===== src/rtl/alu_core.sv =====
// Registered signed ALU with an iterative restoring divider.
// Latency: 1 cycle for all ops except a normal DIV, which takes WIDTH+1 cycles.
// Backpressure: in_ready is low while a divide is in flight; in_valid is ignored then.
//
// Ports:
//   clk        system clock, all state changes on the rising edge
//   rst        synchronous active-low reset
//   A, B       signed operands
//   Opcode     000 ADD, 001 SUB, 010 MUL, 011 DIV, 100 AND, 101 OR, 110 XOR, 111 reserved
//   in_valid   operation present on A/B/Opcode
//   in_ready   block is idle and can take an operation
//   Result     registered result, holds between out_valid pulses
//   Error      registered error flag paired with Result
//   out_valid  one-cycle pulse when Result/Error are updated
module alu_core #(
  parameter int WIDTH = 32
) (
  input  logic             clk,
  input  logic             rst,
  input  logic [WIDTH-1:0] A,
  input  logic [WIDTH-1:0] B,
  input  logic [2:0]       Opcode,
  input  logic             in_valid,
  output logic             in_ready,
  output logic [WIDTH-1:0] Result,
  output logic             Error,
  output logic             out_valid
);

  localparam int CW = $clog2(WIDTH + 1);

  localparam logic [1:0] S_IDLE = 2'd0;
  localparam logic [1:0] S_BUSY = 2'd1;
  localparam logic [1:0] S_DONE = 2'd2;

  localparam logic [WIDTH-1:0] MIN_NEG = {1'b1, {(WIDTH-1){1'b0}}};

  logic [1:0]       state_q, state_d;
  logic [WIDTH-1:0] result_q, result_d;
  logic             error_q, error_d;
  logic             out_valid_q, out_valid_d;
  logic [WIDTH:0]   rem_q, rem_d;    // partial remainder, one spare bit for the trial subtract
  logic [WIDTH-1:0] quo_q, quo_d;    // holds |A| initially; dividend bits shift out as quotient bits shift in
  logic [WIDTH-1:0] dvs_q, dvs_d;    // |B|
  logic             neg_q, neg_d;    // quotient sign
  logic [CW-1:0]    cnt_q, cnt_d;

  assign in_ready  = (state_q == S_IDLE);
  assign Result    = result_q;
  assign Error     = error_q;
  assign out_valid = out_valid_q;

  // Single-cycle datapath
  logic [WIDTH:0]     add_x, sub_x;
  logic [2*WIDTH-1:0] mul_x;
  logic [WIDTH-1:0]   abs_a, abs_b;
  logic               div_zero, div_ovf;
  logic [WIDTH-1:0]   alu_res;
  logic               alu_err;

  assign add_x    = {A[WIDTH-1], A} + {B[WIDTH-1], B};
  assign sub_x    = {A[WIDTH-1], A} - {B[WIDTH-1], B};
  assign mul_x    = {{WIDTH{A[WIDTH-1]}}, A} * {{WIDTH{B[WIDTH-1]}}, B};
  // -MIN_NEG wraps to MIN_NEG, which is the correct unsigned magnitude.
  assign abs_a    = A[WIDTH-1] ? -A : A;
  assign abs_b    = B[WIDTH-1] ? -B : B;
  assign div_zero = (B == '0);
  assign div_ovf  = (A == MIN_NEG) && (B == '1);

  always_comb begin
    alu_res = '0;
    alu_err = 1'b0;
    case (Opcode)
      3'b000: begin
        alu_res = add_x[WIDTH-1:0];
        alu_err = add_x[WIDTH] ^ add_x[WIDTH-1];
      end
      3'b001: begin
        alu_res = sub_x[WIDTH-1:0];
        alu_err = sub_x[WIDTH] ^ sub_x[WIDTH-1];
      end
      3'b010: begin
        alu_res = mul_x[WIDTH-1:0];
        // Fits in signed WIDTH only if the upper half is a sign extension of bit WIDTH-1.
        alu_err = (mul_x[2*WIDTH-1:WIDTH-1] != {(WIDTH+1){mul_x[WIDTH-1]}});
      end
      3'b011: begin
        // Only the special cases reach Result through this path.
        alu_res = div_ovf ? MIN_NEG : '0;
        alu_err = div_zero | div_ovf;
      end
      3'b100: alu_res = A & B;
      3'b101: alu_res = A | B;
      3'b110: alu_res = A ^ B;
      default: begin
        alu_res = '0;
        alu_err = 1'b1;
      end
    endcase
  end

  // Restoring divider step
  logic [WIDTH:0]   rem_sh, trial;
  logic [WIDTH-1:0] quo_fix;

  assign rem_sh  = {rem_q[WIDTH-1:0], quo_q[WIDTH-1]};
  assign trial   = rem_sh - {1'b0, dvs_q};
  assign quo_fix = neg_q ? -quo_q : quo_q;

  always_comb begin
    state_d     = state_q;
    result_d    = result_q;
    error_d     = error_q;
    out_valid_d = 1'b0;
    rem_d       = rem_q;
    quo_d       = quo_q;
    dvs_d       = dvs_q;
    neg_d       = neg_q;
    cnt_d       = cnt_q;
    case (state_q)
      S_IDLE: begin
        if (in_valid) begin
          if (Opcode == 3'b011 && !div_zero && !div_ovf) begin
            rem_d   = '0;
            quo_d   = abs_a;
            dvs_d   = abs_b;
            neg_d   = A[WIDTH-1] ^ B[WIDTH-1];
            cnt_d   = CW'(WIDTH);
            state_d = S_BUSY;
          end else begin
            result_d    = alu_res;
            error_d     = alu_err;
            out_valid_d = 1'b1;
          end
        end
      end
      S_BUSY: begin
        if (trial[WIDTH]) begin
          rem_d = rem_sh;
          quo_d = {quo_q[WIDTH-2:0], 1'b0};
        end else begin
          rem_d = trial;
          quo_d = {quo_q[WIDTH-2:0], 1'b1};
        end
        cnt_d = cnt_q - CW'(1);
        if (cnt_q == CW'(1)) state_d = S_DONE;
      end
      S_DONE: begin
        result_d    = quo_fix;
        error_d     = 1'b0;
        out_valid_d = 1'b1;
        state_d     = S_IDLE;
      end
      default: state_d = S_IDLE;
    endcase
  end

  always_ff @(posedge clk) begin
    if (!rst) begin
      state_q     <= S_IDLE;
      result_q    <= '0;
      error_q     <= 1'b0;
      out_valid_q <= 1'b0;
      rem_q       <= '0;
      quo_q       <= '0;
      dvs_q       <= '0;
      neg_q       <= 1'b0;
      cnt_q       <= '0;
    end else begin
      state_q     <= state_d;
      result_q    <= result_d;
      error_q     <= error_d;
      out_valid_q <= out_valid_d;
      rem_q       <= rem_d;
      quo_q       <= quo_d;
      dvs_q       <= dvs_d;
      neg_q       <= neg_d;
      cnt_q       <= cnt_d;
    end
  end

endmodule


===== config.mk =====
export PLATFORM = sky130hd
export DESIGN_NAME = alu_core
export DESIGN_NICKNAME = d
export VERILOG_FILES = /design/src/rtl/alu_core.sv
export SDC_FILE = /design/constraint.sdc
export NUM_CORES = 2
export LEC_CHECK = 0
export CORE_ASPECT_RATIO = 1.2
export CORE_MARGIN = 2
export CORE_UTILIZATION = 33
export DETAILED_ROUTE_END_ITERATION = 10
export GPL_TIMING_DRIVEN = 0
export PLACE_DENSITY_LB_ADDON = 0.2
export SYNTH_ARGS = -nofsm -noshare
export SYNTH_HDL_FRONTEND = slang
export SYNTH_SLANG_ARGS = --single-unit

===== constraint.sdc =====
create_clock -name clk -period 12 [get_ports clk]
set_clock_uncertainty 0.15 [all_clocks]
set_input_delay 2.4 -clock clk [delete_from_list [all_inputs] [get_ports clk]]
set_output_delay 2.4 -clock clk [all_outputs]
set_load 0.02 [all_outputs]

==> impl_metrics.json <==
{
  "outcome": "completed",
  "ys_dominant_reg_cell": "dfxtp_1",
  "synth.most_common_cell": "fa_1",
  "dr.max_layer_used": "met5",
  "report.final.setup_viol": 0,
  "async_reset_ff_frac": 0,
  "synthTopCellsByCount": "1085 x fa_1, 885 x inv_1, 815 x nand2_1",
  "avgViaCountPerCell": 5.603,
  "timing_worst_slew_pin_value_ps": 1279,
  "report.final.slew_viol_count": 0,
  "initial_antenna_violation_count": 16,
  "routedLengthMet1_mm": 95.38,
  "ff_latch_area_sq_um": 2783,
  "routed-wl-met3_mm": 18.40,
  "synth_warnings": 0,
  "gr-usage-all-layers": 0.3305,
  "worstPathRequired_ps": 12170,
  "layout-drive-gt1-share": 0.08804,
  "post_synth.cell_area_avg_sq_um": 8.663,
  "area_share_of_the_leading_cell_type_in_the_synthesized_netlist": 0.4426,
  "io_pins": 105,
  "synth-seq-cells": 139,
  "multiInputGateArea_sq_um": 41850,
  "timing_hold_violations_final": 0,
  "route.antenna.remaining_nets": 0,
  "ys_top_cells_by_area": "fa_1 44%, ha_1 8.1%, inv_1 6.8%",
  "routed_wire_length_per_instance_um": 31.78,
  "firstDrtPassIters": 6,
  "cts_tree": "yes",
  "clk_root_buffer_cell": "clkbuf_16",
  "critical_path.max_fanout": 10,
  "grt_start_max_net_pins": 24,
  "hold_path_class": "register to register",
  "core_area_sq_um": 148200,
  "worst_setup_path_start_kind": "input port",
  "worstSetupPathType": "input port to register",
  "netlist.top_cell.by_area": "fa_1",
  "detail_route.iter0.violations": 4426,
  "synth.cell_area_sq_um": 49080,
  "gp_congestion": 1.047,
  "num_rows": 155,
  "floorplan.initialDensity": 0.3312,
  "globalRoute.totalOverflow": 0,
  "ctsLongestPathBuffers": 2,
  "min_period_ps": 11960,
  "seq_area_frac_synth": 0.05670,
  "cts.sink_count": 139,
  "via_count": 43740,
  "count_of_mapped_cells_out_of_synthesis": 5665,
  "detailroute.wirelength.met2_mm": 114.2,
  "timing.critical_path.arrival_ps": 12130,
  "nNetsFinal": 7299,
  "htreeDepth": 4,
  "fillCellCount": 15590,
  "area.growth.synth_to_final_pct": 12.29,
  "max_slew_margin": 0.1447,
  "timing.critical_path.to_type": "register",
  "syn_nets": 7139,
  "first_global_vias": 45940,
  "setup_total_negative_slack_ps": 0,
  "count_of_input_and_output_buffers": 103,
  "max_cap_viol_count": 0,
  "fmax_mhz": 83.58,
  "grt_first_pass_wirelength_mm": 351.8,
  "fp.dieH_um": 426.4,
  "clk_transition_reported_paths_ps": 80,
  "clock_latency_ps": 450,
  "numCtsBuffers": 17,
  "synth.lib_cells_used.distinct": 107,
  "dp.final_hpwl_mm": 206.7,
  "fin_hold_ws_ps": 299.6,
  "die_ar_sq_um": 151800,
  "timing.final.crit_share": 0.9970,
  "totalWireLength_mm": 248.1,
  "drt_drc_violations_left": 0,
  "floorplan.die.width_um": 356.0,
  "edff_count_synth": 0
}
[critical path, cell delays in order]
cell             delay [ps]
clkdlybuf4s18_2         550
inv_1                   350
clkbuf_2                460
nor2_1                  100
ha_1                    290
inv_1                    50
fa_1                    570
fa_1                    500
fa_1                    600
inv_1                    70
fa_1                    480
fa_1                    530
fa_1                    630
fa_1                    460
ha_1                    440
a21oi_4                 240
o21ai_0                 160
nor3b_1                 270
nand3_2                  90
buf_4                   220
a311o_2                 420
xnor2_4                 200
o211ai_1                130
or4b_1                  600
o41ai_4                 490
nand4bb_4               180
a211oi_4                490
a21oi_1                 130
[path summary, 6_finish.rpt]
| kind | from | end | slack [ps] | cells past startpoint |
|---|---|---|---|---|
| min reg2reg | rem_q[31]$_SDFFE_PN0P_ | rem_q[31]$_SDFFE_PN0P_ | 300 | 2 |
| max reg2reg | quo_q[31]$_SDFFE_PN0P_ | rem_q[7]$_SDFFE_PN0P_ | 7400 | 16 |
| max | B[0] | Error$_SDFFE_PN0P_ | 40 | 28 |
| min | rem_q[31]$_SDFFE_PN0P_ | rem_q[31]$_SDFFE_PN0P_ | 300 | 2 |
[metal layers]
layer / vias to the layer above / GRT usage
met1: 22840 / 0.4094
met5: - / 0
met4: 6 / 0.2124
met2: 2070 / 0.5321
met3: 597 / 0.05679
li1: 18220 / -
[registers in the layout, summed over array words and instances, names as in the netlist]
name and flops:
cnt_q 6, Result 32, dvs_q 32, state_q 2, quo_q 32, neg_q 1, out_valid 1, Error 1
rem_q 32
[placed cells by master (no fill, tap or decap), drive strengths merged, types with 61 or more instances in the layout]
master,Yosys,routed
nand2,816,816
dfxtp,139,139
xnor2,146,146
clkbuf,242,222
buf,101,185
a21oi,174,174
ha,319,319
fa,1085,1085
inv,896,879
o21ai,210,210
nor2,583,583
clkdlybuf4s50,0,61
[layout make-up]
class | count | share of cell area
timing repair buffer | 165 | 0.02781
tap | 1962 | 0.04455
clock buffer | 17 | 0.007719
antenna | 6 | 0.0002724
clock inverter | 15 | 0.002770
buffer | 320 | 0.04146
sequential | 139 | 0.05049
multi-input combinational | 4270 | 0.7594
inverter | 912 | 0.06548
[timing repair]
action,CTS,global route
pin swaps,13,5
buffers inserted,52,9
hold buffers,0,0
gates resized for setup,585,269
endpoints found under the hold margin,0,0
endpoints found under the setup margin,15,1
[cell families after synthesis]
family / count (synthesis) / synth area share
mux: 58 / 0.01186
buf+inv: 1256 / 0.1004
compound gates: 867 / 0.1204
xor+xnor: 201 / 0.03602
simple gates: 1740 / 0.1507
flops: 139 / 0.05670
fa+ha+maj: 1404 / 0.5239
[metrics by stage]
| stage | util | instances | worst slack, ps | instance area, sq um |
|---|---|---|---|---|
| after detailed placement | 0.3548 | 7730 | -4490 | 52580 |
| after global placement | 0.3547 | 7730 | -4511 | 52560 |
| after global routing | 0.3719 | 7803 | -37.45 | 55100 |
| after CTS | 0.3690 | 7797 | 0.1048 | 54670 |
| final | 0.3719 | 7806 | 36.09 | 55110 |
| after floorplan | - | 5665 | 850.6 | 49080 |
Power is not shown: default switching activity piles up to over one toggle a cycle in this logic, so the estimate is an artifact.
